File: src/rtl/icache_pkg.sv
// Shared definitions for the direct-mapped instruction cache: FSM state
// encoding, default geometry widths and a saturating increment helper.
package icache_pkg;

   localparam int DEF_LINE_WORDS = 4;
   localparam int DEF_NUM_LINES  = 16;
   localparam int DEF_ADDR_W     = 32;

   localparam int OFF_W = $clog2(DEF_LINE_WORDS);
   localparam int IDX_W = $clog2(DEF_NUM_LINES);
   localparam int TAG_W = DEF_ADDR_W - IDX_W - OFF_W - 2;

   typedef enum logic [2:0] {
      S_IDLE   = 3'd0,
      S_LOOKUP = 3'd1,
      S_REQ    = 3'd2,
      S_REFILL = 3'd3,
      S_RESP   = 3'd4
   } state_e;

   function automatic logic [31:0] sat_inc(input logic [31:0] v);
      return (v == 32'hFFFF_FFFF) ? v : v + 32'd1;
   endfunction

endpackage

File: src/rtl/icache_dm_array.sv
// Flop-based tag/valid/data storage for icache_dm: one combinational read
// port, one word write port with a tag/valid write on the last beat, clear-all.
module icache_dm_array #(
   parameter int IDX_BITS = 4,
   parameter int OFF_BITS = 2,
   parameter int TAG_BITS = 26
) (
   input  logic                clk,
   input  logic                reset,
   input  logic                inv_all,
   input  logic [IDX_BITS-1:0] rd_idx,
   input  logic [OFF_BITS-1:0] rd_off,
   output logic                rd_valid,
   output logic [TAG_BITS-1:0] rd_tag,
   output logic [31:0]         rd_word,
   input  logic                wr_en,
   input  logic [IDX_BITS-1:0] wr_idx,
   input  logic [OFF_BITS-1:0] wr_off,
   input  logic [31:0]         wr_data,
   input  logic                tag_we,
   input  logic [TAG_BITS-1:0] tag_wdata
);

   localparam int NUM_LINES  = 1 << IDX_BITS;
   localparam int LINE_WORDS = 1 << OFF_BITS;

   logic [NUM_LINES-1:0] valid_q, valid_d;
   logic [TAG_BITS-1:0]  tag_q  [NUM_LINES];
   logic [TAG_BITS-1:0]  tag_d  [NUM_LINES];
   logic [31:0]          data_q [NUM_LINES][LINE_WORDS];
   logic [31:0]          data_d [NUM_LINES][LINE_WORDS];

   always_comb begin
      valid_d = valid_q;
      tag_d   = tag_q;
      data_d  = data_q;
      if (inv_all) begin
         valid_d = '0;
      end
      if (wr_en) begin
         data_d[wr_idx][wr_off] = wr_data;
      end
      // The line only becomes visible once its last word is in place.
      if (tag_we) begin
         valid_d[wr_idx] = 1'b1;
         tag_d[wr_idx]   = tag_wdata;
      end
   end

   always_ff @(posedge clk or posedge reset) begin
      if (reset) begin
         valid_q <= '0;
         tag_q   <= '{default: '0};
      end else begin
         valid_q <= valid_d;
         tag_q   <= tag_d;
      end
   end

   always_ff @(posedge clk) begin
      data_q <= data_d;
   end

   assign rd_valid = valid_q[rd_idx];
   assign rd_tag   = tag_q[rd_idx];
   assign rd_word  = data_q[rd_idx][rd_off];

endmodule

File: src/rtl/icache_dm.sv
// Direct-mapped read-only instruction cache with whole-line refill and fetch
// cancel. Optional hit/miss counters are enabled by defining ICACHE_PERF_CNT_EN.
module icache_dm
   import icache_pkg::*;
#(
   parameter int LINE_WORDS = DEF_LINE_WORDS,
   parameter int NUM_LINES  = DEF_NUM_LINES,
   parameter int ADDR_W     = DEF_ADDR_W
) (
   input  logic              clk,
   input  logic              reset,
   input  logic              cpu_req,
   input  logic [ADDR_W-1:0] cpu_addr,
   input  logic              cpu_cancel,
   output logic              cpu_ready,
   output logic              cpu_inst_valid,
   output logic [31:0]       cpu_inst,
   output logic              mem_req,
   output logic [ADDR_W-1:0] mem_addr,
   input  logic              mem_ack,
   input  logic              mem_rvalid,
   input  logic [31:0]       mem_rdata,
   input  logic              inv_all,
`ifdef ICACHE_PERF_CNT_EN
   output logic [31:0]       hit_cnt,
   output logic [31:0]       miss_cnt,
`endif
   output state_e            dbg_state
);

   localparam int OFF_BITS = $clog2(LINE_WORDS);
   localparam int IDX_BITS = $clog2(NUM_LINES);
   localparam int TAG_BITS = ADDR_W - IDX_BITS - OFF_BITS - 2;
   localparam logic [OFF_BITS-1:0] LAST_BEAT = OFF_BITS'(LINE_WORDS - 1);

   // Handshake: a fetch is accepted on a clock edge where cpu_req & cpu_ready;
   // mem_req is held with a stable mem_addr until the edge where mem_ack is high.
   state_e              state_q, state_d;
   logic [ADDR_W-3:0]   addr_q, addr_d;
   logic [OFF_BITS-1:0] beat_q, beat_d;
   logic                cancel_pend_q, cancel_pend_d;
   logic                inst_valid_q, inst_valid_d;
   logic [31:0]         inst_q, inst_d;
   logic                mem_req_q, mem_req_d;
   logic [ADDR_W-1:0]   mem_addr_q, mem_addr_d;

   logic [OFF_BITS-1:0] cur_off;
   logic [IDX_BITS-1:0] cur_idx;
   logic [TAG_BITS-1:0] cur_tag;
   logic                arr_rd_valid;
   logic [TAG_BITS-1:0] arr_rd_tag;
   logic [31:0]         arr_rd_word;
   logic                arr_wr_en, arr_tag_we, arr_inv;
   logic                lookup_hit;
   logic                hit_evt, miss_evt;
   logic                unused_addr_bits;

   assign unused_addr_bits = ^cpu_addr[1:0];

   assign cur_off = addr_q[0 +: OFF_BITS];
   assign cur_idx = addr_q[OFF_BITS +: IDX_BITS];
   assign cur_tag = addr_q[ADDR_W-3 -: TAG_BITS];

   icache_dm_array #(
      .IDX_BITS (IDX_BITS),
      .OFF_BITS (OFF_BITS),
      .TAG_BITS (TAG_BITS)
   ) u_array (
      .clk       (clk),
      .reset     (reset),
      .inv_all   (arr_inv),
      .rd_idx    (cur_idx),
      .rd_off    (cur_off),
      .rd_valid  (arr_rd_valid),
      .rd_tag    (arr_rd_tag),
      .rd_word   (arr_rd_word),
      .wr_en     (arr_wr_en),
      .wr_idx    (cur_idx),
      .wr_off    (beat_q),
      .wr_data   (mem_rdata),
      .tag_we    (arr_tag_we),
      .tag_wdata (cur_tag)
   );

   assign lookup_hit = arr_rd_valid && (arr_rd_tag == cur_tag);

   always_comb begin
      state_d       = state_q;
      addr_d        = addr_q;
      beat_d        = beat_q;
      cancel_pend_d = cancel_pend_q;
      inst_valid_d  = 1'b0;
      inst_d        = inst_q;
      mem_req_d     = mem_req_q;
      mem_addr_d    = mem_addr_q;
      arr_wr_en     = 1'b0;
      arr_tag_we    = 1'b0;
      arr_inv       = 1'b0;
      cpu_ready     = 1'b0;
      hit_evt       = 1'b0;
      miss_evt      = 1'b0;
      case (state_q)
         S_IDLE: begin
            // Invalidate and cancel both block acceptance in the same cycle.
            cpu_ready = !inv_all && !cpu_cancel;
            if (inv_all) begin
               arr_inv = 1'b1;
            end else if (cpu_req && cpu_ready) begin
               addr_d  = cpu_addr[ADDR_W-1:2];
               state_d = S_LOOKUP;
            end
         end
         S_LOOKUP: begin
            hit_evt  = lookup_hit;
            miss_evt = !lookup_hit;
            if (cpu_cancel) begin
               state_d = S_IDLE;
            end else if (lookup_hit) begin
               inst_valid_d = 1'b1;
               inst_d       = arr_rd_word;
               state_d      = S_IDLE;
            end else begin
               mem_req_d     = 1'b1;
               mem_addr_d    = {cur_tag, cur_idx, {(OFF_BITS + 2){1'b0}}};
               cancel_pend_d = 1'b0;
               state_d       = S_REQ;
            end
         end
         S_REQ: begin
            if (cpu_cancel) cancel_pend_d = 1'b1;
            if (mem_ack) begin
               mem_req_d = 1'b0;
               beat_d    = '0;
               state_d   = S_REFILL;
            end
         end
         S_REFILL: begin
            // A cancel here still lets the fill finish; only the response is dropped.
            if (cpu_cancel) cancel_pend_d = 1'b1;
            if (mem_rvalid) begin
               arr_wr_en = 1'b1;
               beat_d    = beat_q + 1'b1;
               if (beat_q == LAST_BEAT) begin
                  arr_tag_we = 1'b1;
                  state_d    = S_RESP;
               end
            end
         end
         S_RESP: begin
            if (!cancel_pend_q && !cpu_cancel) begin
               inst_valid_d = 1'b1;
               inst_d       = arr_rd_word;
            end
            state_d = S_IDLE;
         end
         default: state_d = S_IDLE;
      endcase
   end

   always_ff @(posedge clk or posedge reset) begin
      if (reset) begin
         state_q       <= S_IDLE;
         addr_q        <= '0;
         beat_q        <= '0;
         cancel_pend_q <= 1'b0;
         inst_valid_q  <= 1'b0;
         inst_q        <= '0;
         mem_req_q     <= 1'b0;
         mem_addr_q    <= '0;
      end else begin
         state_q       <= state_d;
         addr_q        <= addr_d;
         beat_q        <= beat_d;
         cancel_pend_q <= cancel_pend_d;
         inst_valid_q  <= inst_valid_d;
         inst_q        <= inst_d;
         mem_req_q     <= mem_req_d;
         mem_addr_q    <= mem_addr_d;
      end
   end

   assign cpu_inst_valid = inst_valid_q;
   assign cpu_inst       = inst_q;
   assign mem_req        = mem_req_q;
   assign mem_addr       = mem_addr_q;
   assign dbg_state      = state_q;

`ifdef ICACHE_PERF_CNT_EN
   logic [31:0] hit_cnt_q, hit_cnt_d;
   logic [31:0] miss_cnt_q, miss_cnt_d;

   always_comb begin
      hit_cnt_d  = hit_evt  ? sat_inc(hit_cnt_q)  : hit_cnt_q;
      miss_cnt_d = miss_evt ? sat_inc(miss_cnt_q) : miss_cnt_q;
   end

   always_ff @(posedge clk or posedge reset) begin
      if (reset) begin
         hit_cnt_q  <= '0;
         miss_cnt_q <= '0;
      end else begin
         hit_cnt_q  <= hit_cnt_d;
         miss_cnt_q <= miss_cnt_d;
      end
   end

   assign hit_cnt  = hit_cnt_q;
   assign miss_cnt = miss_cnt_q;
`else
   logic unused_perf;
   assign unused_perf = hit_evt ^ miss_evt;
`endif

endmodule

File: config.mk
export PLATFORM = sky130hd
export DESIGN_NAME = icache_dm
export DESIGN_NICKNAME = d
export VERILOG_FILES = /design/src/rtl/icache_pkg.sv /design/src/rtl/icache_dm_array.sv /design/src/rtl/icache_dm.sv
export SDC_FILE = /design/constraint.sdc
export NUM_CORES = 2
export LEC_CHECK = 0
export CORE_MARGIN = 4
export CORE_UTILIZATION = 55
export DETAILED_ROUTE_END_ITERATION = 16
export GPL_TIMING_DRIVEN = 0
export PLACE_DENSITY = 0.78
export SETUP_SLACK_MARGIN = 0.1
export SLEW_MARGIN = 20
export SYNTH_ARGS = -nofsm -noshare
export SYNTH_HDL_FRONTEND = slang
export SYNTH_HIERARCHICAL = 1
export SYNTH_SLANG_ARGS = --single-unit
File: constraint.sdc
create_clock -name clk -period 42.1 [get_ports clk]
set_clock_uncertainty 0.1 [all_clocks]
set_input_delay 8.42 -clock clk [delete_from_list [all_inputs] [get_ports clk]]
set_output_delay 8.42 -clock clk [all_outputs]
set_load 0.05 [all_outputs]
==> results.txt <==
Critical Path Source Type -> input pin
Setup violators final -> 0
Port bufs -> 134
CTS sink count -> 2546
Synth top area cells -> edfxtp_1 61%, mux4_2 13%, dfrtp_1 12%
I/O pins -> 141
Initial core utilization -> 55.3%
CTS buffer count -> 231
Switching pwr -> 2580 uW
Remaining DRCs -> 0
Die H -> 435 um
Final ANT Viol Nets -> 0
H-tree Lvls -> 4
Part of the power in the clock network -> 28.7%
Final core occ -> 63.8%
Most frequent cells in the layout -> 2048 x edfxtp_1, 589 x mux4_2, 509 x mux2_2, 498 x dfrtp_1, 234 x clkbuf_16
Internal Power -> 4770 uW
Die extent in x -> 435 um
Static leakage -> 0.0398 uW
RR Endpoint -> mem_addr[6]
Post-Syn Area per Cell -> 20.8 um^2
Final Critical Period -> 18880 ps
Relative slew slack -> 1.37%
Clock Latency Late Sink -> 900 ps
Synth Cell Area -> 100000 um^2
CP max FO -> 4
Area after DPL -> 108000 um^2
Worst vdd ir -> 48.7 uV
Setup TNS -> 0 ps
CP bufs+invs -> 2
Switching Fraction -> 35.2%
Max Freq -> 53.0 MHz
Worst slew pin tran -> 1460 ps
Number of synthesized flops with an enable pin -> 2048
Power share of the sequential group -> 39.3%
Std-Cell Rows -> 156
Yosys top cell area share -> 61.4%
Final Cell Area -> 115000 um^2
Slowest CP cell -> clkdlybuf4s50_1
Clock Path Buffers -> 3
Initial antenna violation count -> 20
TritonCTS clock tree -> yes
HP Class -> reg -> reg
Vias in the first global route -> 56700
Via count -> 56600
Root Driver -> clkbuf_16
Unrepaired setup endpoints after global routing -> false
Failing checks -> max-capacitance violations
R2R Setup Slk -> 35640 ps
Final hold vios -> 0
Worst Setup End Kind -> primary output
Fill cells -> 11300
Setup ws final -> 23220 ps
Yosys reg bits -> 2546
Most used flip-flop cell after synthesis -> edfxtp_1
Layout cells sized above 1 -> 34.2%
CP delay by family, top -> buffers and inverters
Hold Path Depth -> 1
Cell Chain, Critical Path -> clkdlybuf4s50_1 > nor3_1 > nor3b_1 > clkdlybuf4s50_1
R2R Path Start -> addr_q[4]
PwrDens -> 63.7 nW/um^2
Synth cell types -> 53
TritonRoute pass-1 iters -> 9
CTS resizes -> 0
Final #Nets -> 5389
Die ar. -> 189000 um^2
Commonest non-fill, non-tap cell in the layout -> edfxtp_1
Yosys warns -> 6
FF-to-FF path depth -> 12
Hold_buf cts -> 0
Max incr delay on CP -> 870 ps
WP depth -> 4
WL final -> 313000 um
Layout area overhead -> 15.3%
Max Transition Viols Final -> 0
Crit path kind -> in -> out
Crit share post-route -> 44.8%
Starting DRT DRC Count -> 9680
Post-CTS setup buffers -> 0
MaxCap Viol Count -> 1
Largest net degree at the start of global routing -> 110
Min-delay src -> u_array/tag_q[329]
First-pass GRT wire length -> 436000 um
Final Wtd Congestion -> 0.925
Clock-pin transition on the worst setup and hold timing paths -> 60 ps
Drt wl/cell -> 39.6 um
Most common cell on crit path -> clkdlybuf4s50_1
Comb pwr share -> 32.0%
Gate Count Post-Synth -> 4815
Hold Path End -> u_array/tag_q[329]
Worst path arrival time -> 10360 ps
Sequential-to-total area share from yosys stat -> 73.9%
Vias/cell -> 7.15
Fraction of registers with async set/reset -> 19.6%
Outcome -> finished with violations
Std-Cell Core Area -> 181000 um^2
HPWL after DPL -> 198000 um
Leading area contributor after synthesis -> edfxtp_1
GR Util All Layers -> 33.4%
DP Worst Slack -> 23240 ps
Gr ovfl total -> 0
CP required -> 33580 ps
[worst max-delay path by stage]
stage	slack, ps	end	start
floorplan	22460	u_array/tag_q[0]	reset
global placement	18380	u_array/tag_q[207]	reset
detailed placement	23240	cpu_ready	cpu_cancel
CTS	23240	cpu_ready	cpu_cancel
global route	23100	cpu_ready	cpu_cancel
finish	23220	cpu_ready	cpu_cancel
[worst register-to-register path, delay by kind of cell (launching register included)]
kind	cells	cell delay, ps
buffers and inverters	6	2860
DFF	1	520
and+or+nand+nor	2	1150
AOI/OAI and AO/OA	1	540
xor gates and xnor gates	1	390
muxes	2	770
[power by group through the flow]
stage / logic, uW / registers [uW] / clock network (uW)
2_1_floorplan: 1220 / 2960 / 0
3_3_place_gp: 2110 / 2940 / 0
3_5_place_dp: 2180 / 2940 / 0
4_1_cts: 2230 / 2890 / 2110
5_1_grt: 2350 / 2900 / 2230
6_report: 2350 / 2890 / 2110
[through the flow]
stage | std cells | hold WS, ps | total power (uW)
after floorplan | 4818 | 374 | 4180
after global placement | 7322 | 381 | 5060
after detailed placement | 7452 | 387 | 5120
after CTS | 7885 | 400 | 7230
after global routing | 7902 | 410 | 7480
final | 7910 | 400 | 7350
[metal layers]
metal	GRT usage (%)	up-vias	wire length, um
li1	-	20800	-
met1	40.3	28800	97600
met2	50.1	5504	142000
met3	12.8	1425	45700
met4	23.2	4	28500
met5	0	-	23
[area by class of cell]
type	instances	area [um^2]	area share, %
sequential	2546	74000	64.1
multi-input combinational	1941	25000	21.6
clock buffer	310	6310	5.47
timing repair buffer	266	4200	3.64
tap	2370	2970	2.57
buffer	308	1630	1.42
clock inverter	123	1200	1.04
inverter	23	98.8	0.0857
antenna	23	57.6	0.0499
[cell usage after synthesis, types with 9 or more instances]
cell type  instances
a211oi_1          43
a22oi_1           49
and2_1             9
and3_1            23
buf_1             14
buf_2             97
buf_4             45
buf_6             14
clkbuf_1         134
dfrtp_1          498
edfxtp_1        2048
inv_1             22
mux2_2           509
mux2_4            29
mux2i_1           46
mux4_2           589
nand2_1           90
nand3_1           83
nand4_1           47
nor2_1            93
nor2b_1           39
nor3_1            26
o21ai_0           50
o221ai_1          50
o22ai_1           73
xnor2_1           24
[registers in the layout, indices dropped and copies added (netlist names)]
signal           flops
cpu_inst            32
mem_req              1
cancel_pend_q        1
cpu_inst_valid       1
dbg_state            3
mem_addr            28
addr_q              30
beat_q               2
u_array/valid_q     16
u_array/tag_q      384
u_array/data_q    2048
[kinds of logic after synthesis]
kind of cell | share of synthesized area (%)
flops | 73.9
mux | 19.9
simple gates | 2.14
buf+inv | 1.70
compound gates | 2.17
xor+xnor | 0.210
fa+ha+maj | 0.0125
other cells | 0.00375
Power figures use the tool's default switching activity.
